<file path="config.mk">
export PLATFORM = sky130hd
export DESIGN_NAME = input_loader
export DESIGN_NICKNAME = d
export VERILOG_FILES = /design/src/rtl/input_loader.sv
export SDC_FILE = /design/constraint.sdc
export NUM_CORES = 1
export LEC_CHECK = 0
export CAP_MARGIN = 40
export CORE_AREA = 2 2 213 215
export DETAILED_ROUTE_END_ITERATION = 6
export DIE_AREA = 0 0 215 217
export GPL_TIMING_DRIVEN = 0
export HOLD_SLACK_MARGIN = 0.15
export PLACE_DENSITY = 0.71
export SYNTH_ARGS = -nofsm -noshare
export SYNTH_HDL_FRONTEND = slang
export SYNTH_SLANG_ARGS = --single-unit
</file>
<file path="constraint.sdc">
create_clock -name clk -period 3.9 [get_ports clk]
set_input_delay 0.78 -clock clk [delete_from_list [all_inputs] [get_ports clk]]
set_output_delay 0.78 -clock clk [all_outputs]
set_load 0.02 [all_outputs]
</file>
<file path="src/rtl/input_loader.sv">
// input_loader: fill stage ahead of the matrix controller.
// While input_load_en is held, it streams 32 X elements in over valid/ready and
// fetches 32 A coefficients from the coefficient ROM. The two loads run
// concurrently. Both stores are served to the ALU through combinational read
// ports.
module input_loader #(
  parameter int DATA_W = 8,
  parameter int COEF_W = 7,
  parameter int DEPTH  = 32,
  parameter int ADDR_W = 5
) (
  input  logic              clk,
  input  logic              rst,
  input  logic              input_load_en,
  input  logic              x_valid,
  input  logic [DATA_W-1:0] x_data,
  output logic              x_ready,
  output logic              rom_rd,
  output logic [ADDR_W-1:0] rom_addr,
  input  logic [COEF_W-1:0] rom_data,
  output logic              xload_done,
  output logic              aload_done,
  input  logic [ADDR_W-1:0] x_rd_addr,
  output logic [DATA_W-1:0] x_rd_data,
  input  logic [ADDR_W-1:0] a_rd_addr,
  output logic [COEF_W-1:0] a_rd_data
);

  localparam logic [ADDR_W-1:0] LAST_IDX = ADDR_W'(DEPTH - 1);

  typedef enum logic [1:0] {X_IDLE, X_LOAD, X_DONE} x_state_t;
  typedef enum logic [1:0] {A_IDLE, A_FETCH, A_DRAIN, A_DONE} a_state_t;

  x_state_t          r_x_state;
  a_state_t          r_a_state;
  logic              r_en_q;
  logic [ADDR_W-1:0] r_x_cnt;
  logic [ADDR_W-1:0] r_a_cnt;
  logic              r_x_ready;
  logic              r_rom_rd;
  logic              r_xload_done;
  logic              r_aload_done;
  logic              r_cap_vld;
  logic [ADDR_W-1:0] r_cap_addr;

  logic [DATA_W-1:0] r_x_mem [DEPTH];
  logic [COEF_W-1:0] r_a_mem [DEPTH];

  logic w_start;
  logic w_x_accept;

  // A load begins only on the rising edge of the controller's load window.
  assign w_start    = input_load_en & ~r_en_q;
  // x_ready is only ever high in X_LOAD, so it doubles as the state qualifier.
  assign w_x_accept = r_x_ready & x_valid;

  // Register the load window so its rising edge can be detected.
  // NOTE: all state uses non-blocking assignments so every flop samples pre-edge values.
  always_ff @(posedge clk or posedge rst) begin
    if (rst) r_en_q <= 1'b0;
    else     r_en_q <= input_load_en;
  end

  // X stream FSM: accept DEPTH elements, then hold done until the window closes.
  always_ff @(posedge clk or posedge rst) begin
    if (rst) begin
      r_x_state    <= X_IDLE;
      r_x_cnt      <= '0;
      r_x_ready    <= 1'b0;
      r_xload_done <= 1'b0;
    end else begin
      case (r_x_state)
        X_IDLE: begin
          if (w_start) begin
            r_x_state <= X_LOAD;
            r_x_cnt   <= '0;
            r_x_ready <= 1'b1;
          end
        end
        X_LOAD: begin
          if (!input_load_en) begin
            // Abort: a final accept in this cycle is still written, but done stays low.
            r_x_state <= X_IDLE;
            r_x_ready <= 1'b0;
          end else if (w_x_accept) begin
            r_x_cnt <= r_x_cnt + 1'b1;
            if (r_x_cnt == LAST_IDX) begin
              r_x_state    <= X_DONE;
              r_x_ready    <= 1'b0;
              r_xload_done <= 1'b1;
            end
          end
        end
        X_DONE: begin
          if (!input_load_en) begin
            r_x_state    <= X_IDLE;
            r_xload_done <= 1'b0;
          end
        end
        default: begin
          r_x_state    <= X_IDLE;
          r_x_ready    <= 1'b0;
          r_xload_done <= 1'b0;
        end
      endcase
    end
  end

  // A fetch FSM: issue DEPTH back-to-back ROM reads, drain the last word, then hold done.
  always_ff @(posedge clk or posedge rst) begin
    if (rst) begin
      r_a_state    <= A_IDLE;
      r_a_cnt      <= '0;
      r_rom_rd     <= 1'b0;
      r_aload_done <= 1'b0;
    end else begin
      case (r_a_state)
        A_IDLE: begin
          if (w_start) begin
            r_a_state <= A_FETCH;
            r_a_cnt   <= '0;
            r_rom_rd  <= 1'b1;
          end
        end
        A_FETCH: begin
          if (!input_load_en) begin
            r_a_state <= A_IDLE;
            r_rom_rd  <= 1'b0;
          end else if (r_a_cnt == LAST_IDX) begin
            r_a_state <= A_DRAIN;
            r_rom_rd  <= 1'b0;
          end else begin
            r_a_cnt <= r_a_cnt + 1'b1;
          end
        end
        A_DRAIN: begin
          if (!input_load_en) begin
            r_a_state <= A_IDLE;
          end else begin
            r_a_state    <= A_DONE;
            r_aload_done <= 1'b1;
          end
        end
        A_DONE: begin
          if (!input_load_en) begin
            r_a_state    <= A_IDLE;
            r_aload_done <= 1'b0;
          end
        end
        default: begin
          r_a_state    <= A_IDLE;
          r_rom_rd     <= 1'b0;
          r_aload_done <= 1'b0;
        end
      endcase
    end
  end

  // Track which ROM address was issued last cycle; its data arrives this cycle.
  always_ff @(posedge clk or posedge rst) begin
    if (rst) begin
      r_cap_vld  <= 1'b0;
      r_cap_addr <= '0;
    end else begin
      r_cap_vld  <= r_rom_rd;
      r_cap_addr <= r_a_cnt;
    end
  end

  // Store writes; captures complete even if the window closes in the same cycle.
  // NOTE: the stores have no reset; their contents are only meaningful after a load.
  always_ff @(posedge clk) begin
    if (w_x_accept) r_x_mem[r_x_cnt] <= x_data;
    if (r_cap_vld)  r_a_mem[r_cap_addr] <= rom_data;
  end

  assign x_ready    = r_x_ready;
  assign rom_rd     = r_rom_rd;
  assign rom_addr   = r_a_cnt;
  assign xload_done = r_xload_done;
  assign aload_done = r_aload_done;
  assign x_rd_data  = r_x_mem[x_rd_addr];
  assign a_rd_data  = r_a_mem[a_rd_addr];

endmodule

</file>
# [After elaboration in Yosys (flattened, before gate mapping)]
# Memories as Yosys holds them, arrays and structs flattened.
# Cells that the tools add are included.
[classes] addsub=2 eq_ne=20 n_mux=36 bitwise=5 n_reduce_logical=13
[op_table] operator="5-bit two-way mux" n=5
[op_table] operator="2-bit inequality test (second input constant)" n=10
[op_table] operator="5-bit one-hot mux with 2 select lines" n=2
[op_table] operator="2-bit two-way mux" n=8
[op_table] operator="4-bit AND reduction" n=4
[op_table] operator="1-bit two-way mux" n=15
[op_table] operator="5-bit by 1-bit adder with 5-bit output (second input constant)" n=2
[op_table] operator="5-bit == test (second input constant)" n=2
[op_table] operator="3-bit inequality test (second input constant)" n=3
[op_table] operator="3-bit AND reduction" n=3
[op_table] operator="2-bit one-hot mux with 4 select lines" n=1
[op_table] operator="2-bit == test (second input constant)" n=3
[op_table] operator="1-bit one-hot mux with 3 select lines" n=2
[op_table] operator="2-bit one-hot mux with 3 select lines" n=1
[op_table] operator="2-bit nonzero test" n=3
[op_table] operator="5-bit AND reduction" n=1
[op_table] operator="2-bit by 1-bit == test with 1-bit output (second input constant)" n=2
[op_table] operator="2-bit logical NOT" n=2
[op_table] operator="1-bit one-hot mux with 2 select lines" n=2
[op_table] operator="1-bit NOT" n=3
[op_table] operator="1-bit AND" n=2
[word_totals] reg_bits=25 ram_bits=480 output_inout_bits=24 word_cells=89 mem_count=2
[memory_table] memory="r_x_mem" words=32 word_bits=8 read_ports=1 rd_clocked_by_memory_dff=0 write_ports=1 line_no="46" source="logic [DATA_W-1:0] r_x_mem [DEPTH];"
[memory_table] memory="r_a_mem" words=32 word_bits=7 read_ports=1 rd_clocked_by_memory_dff=0 write_ports=1 line_no="47" source="logic [COEF_W-1:0] r_a_mem [DEPTH];"

# [Logic depth before layout (Yosys ltp)]
[depth] ltp_word=5 depth_mapped=6

# [Worst setup path after synthesis]
# No wires, ideal clock.
[synth_path] path_kind="input-to-output" from="in a_rd_addr[1]" to="out a_rd_data[0]" arrival_ps=2623 required_ps=3120 slack_ps=497 stages=4 n_path_buf=1 path_cell_list="clkbuf_1 mux4_2 mux4_2 mux2_2"
[synth_between] elab_chain_cells=1
[synth_lines] item="start: declaration" line_no="25" source="input logic [ADDR_W-1:0] a_rd_addr,"
[synth_lines] item="memory read 32 x 7 bit"
[synth_lines] item="end: declaration" line_no="26" source="output logic [COEF_W-1:0] a_rd_data"
# Every way passes these cells.

# [Worst setup path after layout]
[layout_path] from="in a_rd_addr[2]" to="out a_rd_data[5]"
# The elaborated chain is that of the path after synthesis.

==> impl_metrics.tcl <==
set metrics [dict create \
    fp.dieH_um 217 \
    grt_util_all_layers 0.174 \
    syn-num-nets 912 \
    synth-simple-area-share 0.0291 \
    endpoint_kind "output pin" \
    viasPerCell 5.63 \
    slew_violations 0 \
    cp.required_ns 3.12 \
    finalSetupViolations 0 \
    synth_edf_count 480 \
    synthTopCellsByArea "edfxtp_1 73%, mux4_2 17%, dfrtp_1 3.2%" \
    nets 1025 \
    fp.dieArea_um2 46700 \
    num_rows 78 \
    synth-compound-area-share 0.00890 \
    critPathLaunchType "input pin" \
    initial_core_util 0.440 \
    cp_max_fo 10 \
    path_cells "clkbuf_2 > buf_4 > mux4_2 > mux4_2 > mux2_2 > clkdlybuf4s50_1" \
    synthXorXnorAreaFrac 0 \
    yosysMostFrequentCell "edfxtp_1" \
    clkLatencyLatePin_ns 0.60 \
    cap_violations 0 \
    synth_cell_types 35 \
    syn_area_per_cell_um2 22.5 \
    antennaDiodeCount 0 \
    detailed_place_hpwl_um 26800 \
    p_total_mw 11.7 \
    fin_cells 1628 \
    fmax_mhz 260 \
    fp.dieW_um 215 \
    wl_um 39600 \
    crit_arrival_ns 3.06 \
    ys_seq_elements 505 \
    grt_pass1_vias 9402 \
    antenna_found_initial 1 \
    syn_area_um2 19700 \
    ant_nets 0 \
    slowest_stage "clkdlybuf4s50_1" \
    grt_pass1_wl_um 60400 \
    holdWs_ns 0.426 \
    power.leakage_nw 7.29 \
    cpMostUsedCell "mux4_2" \
    yosys.area.top_type "edfxtp_1" \
    io_pins 53 \
    cts_buffer_depth 3 \
    yosys.area.top_type_share 0.732 \
    synth_top_family_by_area "multiplexers" \
    vias 9169 \
    drtIter0Drc 847 \
    drive_above_1_share 0.288 \
    globalplace.congestion 0.785 \
    status "finished clean" \
    area_growth_pct 16.2 \
    cts.sinks 505 \
    synthMuxAreaShare 0.181 \
    cts_buffers 50 \
    core_area_um2 44700 \
    critPathMaxStageDelay_ns 0.55 \
    r2r_cells 3 \
    finalHoldViolations 0 \
    drt-pass1-iter-count 5 \
    worst_pin_slew_ns 0.851 \
    syn_inst 876 \
    vdd_ir_drop_max_mv 0.451 \
    worst_slew_margin_rel 0.431 \
    final_core_util 0.512 \
    placedCellCount 1536 \
    cts_setup_buffers 0 \
    async_flop_share 0.0495 \
    critical_path_class "in2out" \
    yosysWarningCount 0 \
    root_buffer "clkbuf_16" \
    period_needed_ns 3.84 \
    synth_adder_area_share 0.00445 \
    worst_clock_skew_ns 0.0246 \
    routedWlPerCell_um 24.3 \
    cts_tree "done" \
    period_share 0.985 \
    hp-class "reg2reg" \
    grt_setup_unrepaired "no" \
    synthTopCellsByCount "480 x edfxtp_1, 150 x mux4_2, 68 x nor2_1, 25 x dfrtp_1, 19 x clkbuf_1" \
    numPortBuffers 43 \
    overflow 0 \
    grt_max_degree 29 \
    htreeDepth 2 \
    power.density_nw_per_um2 512 \
    min_path_cells 0 \
    drc_errors 0 \
    ys_seq_area_frac 0.764 \
    clkSlewWorstSetupHoldPaths_ns 0.06 \
    yosys_most_used_dff "edfxtp_1" \
]
==> registers in the layout (all words and copies together) (netlist names), 2 cells and up <==
signal and cells:
r_x_mem 256, r_a_mem 224, r_cap_addr 5, r_x_cnt 5
rom_addr 5, r_a_state 2, r_x_state 2
==> routing by layer <==
layer  vias to the layer above  track usage  wire (um)  share of wire
met3                        67       0.0319       2510          0.063
met4                         2       0.0556       1010          0.026
li1                       3914            -          -              -
met1                      4871        0.240      16500           0.42
met2                       315        0.285      19600           0.49
met5                         -            0         12        0.00030
==> where the power goes <==
part	total, mW	internal (mW)	switching, mW
sequential	6.11	6.06	0.0526
clock	4.78	2.74	2.05
combinational	0.816	0.350	0.466
==> layout make-up <==
class | instances | area [um^2]
buffer | 41 | 328
tap | 600 | 751
inverter | 9 | 33.8
timing repair buffer | 61 | 691
fill | 3541 | 21800
sequential | 505 | 15000
clock buffer | 56 | 1290
clock inverter | 35 | 338
multi-input combinational | 321 | 4390
==> cell usage in the layout, fill, tap and decap left out, types with 3 or more instances in the layout <==
cell type and instances:
buf_1 4, nand2_1 12, or3_1 4, clkdlybuf4s50_1 31
ha_1 7, mux2_2 16, mux4_2 150, o21ai_0 11
buf_6 4, dlymetal6s2s_1 5, buf_2 3, buf_8 24
clkbuf_4 8, nor2_1 68, clkbuf_1 11, a21oi_1 7
or3b_2 4, edfxtp_1 480, nand3b_1 9, dlygate4sd2_1 7
inv_1 9, clkinv_2 14, clkbuf_16 50, dfrtp_1 25
a31oi_1 3, nand3_1 7, bufinv_16 5, nor2b_1 4
clkbuf_2 7, clkinv_1 9
==> final timing paths <==
check / startpoint / endpoint / slack, ns
worst max-delay path: a_rd_addr[2] / a_rd_data[5] / 0.06
worst min-delay path: rom_addr[4]$_DFFE_PP0P_ / r_cap_addr[4]$_DFF_PP0_ / 0.43
worst max register to register: r_x_cnt[2]$_DFFE_PP0P_ / r_x_mem[6][3]$_DFFE_PP_ / 1.43
worst min register to register: rom_addr[4]$_DFFE_PP0P_ / r_cap_addr[4]$_DFF_PP0_ / 0.43
max in group asynchronous: rst / r_cap_addr[3]$_DFF_PP0_ / 2.76
min in group asynchronous: rst / xload_done$_DFFE_PP0P_ / 0.66
==> critical path, delay by kind of cell <==
family,cells,cell delay (ns)
muxes,3,1.16
buffers and inverters,3,1.11
==> timing repair <==
item,4_1_cts,5_1_grt
endpoints found under the hold margin,0,0
hold buffers,0,0
endpoints found under the setup margin,15,8
gates resized for setup,41,19
pin swaps,0,0
==> metrics by stage <==
| step | area (um^2) | TNS [ns] | worst slack, ns |
|---|---|---|---|
| after global routing | 22900 | 0 | 0.00879 |
| after floorplan | 19700 | 0 | 0.497 |
| final | 22900 | 0 | 0.0577 |
| after CTS | 22800 | -0.0500 | -0.0370 |
| after global placement | 20900 | -8.89 | -0.672 |
| after detailed placement | 21100 | -9.00 | -0.669 |
==> logic make-up (layout without fill, tap and decap cells) <==
kind of cell    count (synthesis)  in the layout
compound gates                 29             29
fa+ha+maj                       7              7
buf+inv                        50            202
flops                         505            505
mux                           166            166
simple gates                  119            119
(Power assumes the default switching activity.)
==> variant 1: new RTL, same flow settings <==
Take the reset off `r_cap_addr` and load it in a clocked block of its own.
--- a/src/rtl/input_loader.sv
+++ b/src/rtl/input_loader.sv
@@ -160,11 +160,13 @@
   always_ff @(posedge clk or posedge rst) begin
     if (rst) begin
       r_cap_vld  <= 1'b0;
-      r_cap_addr <= '0;
     end else begin
       r_cap_vld  <= r_rom_rd;
-      r_cap_addr <= r_a_cnt;
     end
+  end
+
+  always_ff @(posedge clk) begin
+    r_cap_addr <= r_a_cnt;
   end
 
   // Store writes; captures complete even if the window closes in the same cycle.
Formal check against the unedited RTL: same outputs for any inputs over 4 cycles, from zero or initial values and one cycle with rst high; that may be too few to reach the edited logic, so the function may still have changed.
==> variant 1 against the unedited design <==
- sequential share of layout area fell by 0.12 points
- first-iteration DRC count rose by 33%
- largest cell class unchanged
- synthesized area fell by 0.13%
- hold slack improved by 32 ps
- count of clock-buffer cells in the layout rose by 6
- wire length rose by 0.84%
- design area barely moved
- sequential power barely moved
- die area did not move
- register-to-register slack improved by 50 ps
- final cell count rose by 0.31%
- total power barely moved
- worst setup slack improved by 3.3 ps
- sequential cell count did not move
==> variant 1: results (changes against the unedited design) <==
metric	value	unit	change
Pre-antenna DRT Iters	5		unchanged
syn_nets	917		was 912
largest family of logic cells by synthesized area	multiplexers		unchanged
clk_skew	24.3	ps	was 24.6 ps
Max-slew headroom	42.4	%	was 43.1%
crit end category	primary output		unchanged
Reg2Reg Depth	3		unchanged
first-pass GRT wire length	60000	µm	was 60400 µm
clk_lat worst skew	590	ps	
Diodes inserted	0		unchanged
post-synthesis mux area share	18.1	%	about the same
FF-to-FF Start	r_x_cnt[4]		was r_x_cnt[2]
layout cells sized above 1	27.5	%	was 28.8%
Worst EP arrival	3060	ps	about the same
Core Region	44700	µm²	unchanged
Port-buffer cells	43		unchanged
deepest clock path buffer count	3		unchanged
vias in the first global route	9416		was 9402
H-tree depth	2		unchanged
postcts setup bufs	0		unchanged
hold path startpoint	rom_addr[4]		unchanged
Hold EP	r_cap_addr[4]		unchanged
Tightest Hold Check Type	flip-flop to flip-flop		unchanged
adder-cell area share of the yosys netlist	0.446	%	was 0.445%
Yosys warning count	0		unchanged
DRT antenna net count	0		unchanged
Global Route Usage Sum	17.5	%	was 17.4%
register area share after synthesis	76.4	%	about the same
Placed Cells incl. Taps	1540		was 1536
Post-synth top cells	480 x edfxtp_1, 150 x mux4_2, 71 x nor2_1, 20 x dfrtp_1, 18 x clkbuf_1		was 480 x edfxtp_1, 150 x mux4_2, 68 x nor2_1, 25 x dfrtp_1, 19 x clkbuf_1
Worst R2R End	r_x_mem[16][2]		was r_x_mem[6][3]
setup slack, reg-to-reg	1480	ps	was 1430 ps
vias per inst	5.57		was 5.63
CP startpoint	a_rd_addr[1]		was a_rd_addr[2]
Netlist cell types	36		was 35
CTS Root Cell	clkbuf_16		unchanged
Placer Congestion	0.779		was 0.785
Peak VDD IR	364	µV	was 451 µV
average size of a mapped cell	22.3	µm²	was 22.5 µm²
largest net degree at the start of global routing	29		unchanged
Post-synth EDFFs	480		unchanged
Leak Pwr	7.27	nW	was 7.29 nW
Inserted Clock Buffers	50		unchanged
Nets	1028		was 1025
worst slack at placement	-613	ps	was -669 ps
vias	9092		was 9169
post-synthesis compound-gate area fraction	0.796	%	was 0.890%
initial antenna violation count	0		was 1
Post-Synth XOR/XNOR Area	0.0891	%	was 0%
outcome	finished clean		unchanged
drt wl/cell	24.5	µm	was 24.3 µm
post-synthesis async set-or-reset flop share	3.96	%	was 4.95%
Max FO, Critical Path	10		unchanged
CTS clk-pin slew, worst paths	60	ps	about the same
Initial DRC Count	1123		was 847
top cells by area, synth	edfxtp_1 73%, mux4_2 17%, dfrtp_1 2.5%		was edfxtp_1 73%, mux4_2 17%, dfrtp_1 3.2%
HPWL Detailed	26700	µm	was 26800 µm
Regs by FF count	r_x_mem: 256 flops, r_a_mem: 224 flops		unchanged
Hold Path Stages	0		unchanged
variant 1: logic make-up (layout without fill, tap and decap cells):
| group | Yosys count | after routing |
|---|---|---|
| multiplexers | 166 | 166 |
| AND/OR/NAND/NOR | 126 | 126 |
| AO/OA/AOI/OAI | 26 | 26 |
| buffers and inverters | 49 | 201 |
| flip-flops | 505 | 505 |
| adder cells (fa/ha/maj) | 7 | 7 |
| XOR/XNOR | 2 | 2 |
variant 1: worst max-delay path, cell delays in order:
cell	delay, ps
buf_6	160
buf_8	190
mux4_2	550
mux4_2	530
mux2_2	290
clkdlybuf4s50_1	540
variant 1: routing by layer:
metal  vias to the layer above  part of all wire, %  GRT usage, %
met3                        53                  6.1          3.86
met4                         0                  2.1          4.87
li1                       3920                    -             -
met2                       307                   51          29.4
met5                         -                    0             0
met1                      4812                   41          23.3
variant 1: worst max-delay path by stage:
stage / end / slack [ps] / cells past startpoint
final: a_rd_data[0] / 60 / 6
after global routing: a_rd_data[6] / -5 / 6
after CTS: a_rd_data[4] / 5 / 6
after detailed placement: x_rd_data[4] / -610 / 6
after global placement: a_rd_data[3] / -620 / 6
after floorplan: a_rd_data[0] / 570 / 5
variant 1: area by class of cell:
class | instances | area (µm²)
plain buffers | 42 | 314
clock buffers | 62 | 1330
flip-flops and latches | 505 | 15000
well taps | 600 | 751
fillers | 3487 | 21800
inverters | 7 | 26.3
repair buffers | 59 | 729
multi-input cells | 327 | 4410
clock inverters | 31 | 304
variant 1: timing repair:
action                                  4_1_cts  5_1_grt
endpoints found under the setup margin       15        6
pin swaps                                     0        0
gates resized for setup                      43        8
variant 1: power breakdown:
| part | internal, mW | switching (mW) |
|---|---|---|
| combinational | 0.357 | 0.477 |
| clock | 2.75 | 2.01 |
| sequential | 6.05 | 0.0488 |
| total | 9.16 | 2.54 |
variant 1: per-stage QoR:
step | utilization, % | instance area, µm² | power, mW | TNS, ps | hold WS (ps)
after floorplan | - | 19700 | 6.66 | 0 | 502
after global placement | 46.6 | 20800 | 7.00 | -8520 | 433
after detailed placement | 47.3 | 21100 | 7.05 | -8490 | 445
after CTS | 51.1 | 22900 | 11.8 | 0 | 457
after global routing | 51.2 | 22900 | 12.1 | -10.2 | 476
final | 51.2 | 22900 | 11.7 | 0 | 458
==> variant 2: new RTL, config.mk and constraints unchanged <==
Made on the original files. Change the parameter `ADDR_W` from 5 to 6.
--- a/src/rtl/input_loader.sv
+++ b/src/rtl/input_loader.sv
@@ -7,7 +7,7 @@
   parameter int DATA_W = 8,
   parameter int COEF_W = 7,
   parameter int DEPTH  = 32,
-  parameter int ADDR_W = 5
+  parameter int ADDR_W = 6
 ) (
   input  logic              clk,
   input  logic              rst,
Interface: changed (resized a_rd_addr, rom_addr and x_rd_addr); port bits go from 53 to 56. No check against the original RTL was run, so the function may have changed too.
==> variant 2 against the unedited design <==
- the run now ends with design-rule violations left
- worst setup slack improved by 6.6 ps
- design area rose by 0.53%
- hold slack improved by 39 ps
- total power down 2.6%
- register-to-register slack gained 50 ps
- wire length up 1.1%
- sequential cell count rose by 2
- clock power decreased by 4.6%
- synthesized area is 0.72% higher
- non-clock buffer count grew 1
- critical path depth fell by 1
- global-route usage grew 0.17 points
- critical endpoint is now a_rd_data[6]
==> variant 2: results (changes against the unedited design) <==
metric	value	unit	change
outcome	complete, but fails checks		was finished clean
failing checks	design-rule violations		
Post-synth top cells	480 x edfxtp_1, 150 x mux4_2, 78 x nor2_1, 27 x dfrtp_1, 20 x o21ai_0		was 480 x edfxtp_1, 150 x mux4_2, 68 x nor2_1, 25 x dfrtp_1, 19 x clkbuf_1
largest family of logic cells by synthesized area	multiplexers		unchanged
gr ovfl total	0		unchanged
post-synthesis mux area share	17.9	%	was 18.1%
Synth Instances	903		was 876
Leak Pwr	7.32	nW	was 7.29 nW
DRC viols	9		was 0
Worst setup endpoint	a_rd_data[6]		was a_rd_data[5]
Peak VDD IR	427	µV	was 451 µV
layout cells sized above 1	27.1	%	was 28.8%
register share of total power	53.3	%	was 52.2%
worst slack at placement	-692	ps	was -669 ps
vias	9280		was 9169
HPWL Detailed	26800	µm	about the same
post-synthesis async set-or-reset flop share	5.33	%	was 4.95%
Yosys warning count	0		unchanged
clk_lat worst skew	600	ps	about the same
clk_skew	20.7	ps	was 24.6 ps
Worst EP arrival	3060	ps	about the same
FF-to-FF Start	r_x_cnt[0]		was r_x_cnt[2]
Pre-antenna DRT Iters	7		was 5
first-pass GRT wire length	60400	µm	about the same
top cells by area, synth	edfxtp_1 73%, mux4_2 17%, dfrtp_1 3.4%		was edfxtp_1 73%, mux4_2 17%, dfrtp_1 3.2%
Critical Path Slowest Stage Cell	clkdlybuf4s50_1		unchanged
vias in the first global route	9620		was 9402
drt wl/cell	24.2	µm	was 24.3 µm
Placed Cells incl. Taps	1564		was 1536
WHS	465	ps	was 426 ps
initial antenna violation count	1		unchanged
Post-DP Area	21300	µm²	was 21100 µm²
syn_nets	939		was 912
Nets	1053		was 1025
total power	11.4	mW	was 11.7 mW
Post-Synth XOR/XNOR Area	0.0442	%	was 0%
vias per inst	5.60		was 5.63
Switching Share	22.0	%	was 21.9%
Power Clock	4.56	mW	was 4.78 mW
final worst slack	64.2	ps	was 57.7 ps
post-synthesis compound-gate area fraction	1.10	%	was 0.890%
Worst R2R End	r_x_mem[3][6]		was r_x_mem[6][3]
CTS Root Cell	clkbuf_16		unchanged
Post-synth EDFFs	480		unchanged
Port-buffer cells	44		was 43
register area share after synthesis	76.1	%	was 76.4%
Global Route Usage Sum	17.6	%	was 17.4%
Netlist cell types	38		was 35
Placer Congestion	0.820		was 0.785
adder-cell area share of the yosys netlist	0.316	%	was 0.445%
CTS clk-pin slew, worst paths	60	ps	about the same
Max-slew headroom	35.2	%	was 43.1%
Tightest Hold Check Type	primary input to asynchronous set/reset pin		was flip-flop to flip-flop
Initial DRC Count	888		was 847
setup slack, reg-to-reg	1480	ps	was 1430 ps
-- variant 2: changes by cell type in the layout (fill, tap and decap cells not counted), sizes merged, moves of 3 or more --
cell,change
nor3,+3
nor2,+10
nand2,-3
nand3,+8
o21ai,+9
nand2b,+8
buf,+3
bufinv,-3
-- variant 2: final cells by class --
class                      count  area [µm²]
tap                          600         751
timing repair buffer          62         746
fill                        3559       21700
multi-input combinational    347        4490
inverter                       8        30.0
sequential                   507       15100
clock inverter                33         267
buffer                        41         329
clock buffer                  60        1290
-- variant 2: how the worst min path moves through the flow --
stage | cells past startpoint | from | end
final | 2 | rst | r_cap_addr[2]
after global routing | 0 | rom_rd | r_cap_vld
after floorplan | 1 | r_a_state[0] | rom_rd
after CTS | 2 | rst | r_cap_addr[3]
after detailed placement | 0 | rom_rd | r_cap_vld
after global placement | 0 | rom_rd | r_cap_vld
-- variant 2: worst max-delay path: cells and delay by family --
| kind | cells | cell delay [ps] |
|---|---|---|
| buf+inv | 2 | 1060 |
| mux | 3 | 1220 |
-- variant 2: layer usage --
metal  vias to the layer above  track usage, %  routed length, µm
met1                      4860            23.7              16400
met3                        71            3.96               3090
met4                         0            6.02               1220
li1                       4000               -                  -
met5                         -               0                  0
met2                       349            28.6              19400
-- variant 2: timing repair --
action,4_1_cts,5_1_grt
endpoints found under the setup margin,15,6
gates resized for setup,46,12
setup buffers,0,0
-- variant 2: logic make-up after synthesis --
| group | count (synthesis) |
|---|---|
| fa+ha+maj | 5 |
| compound gates | 37 |
| buf+inv | 49 |
| simple gates | 139 |
| mux | 165 |
| xor+xnor | 1 |
| flops | 507 |
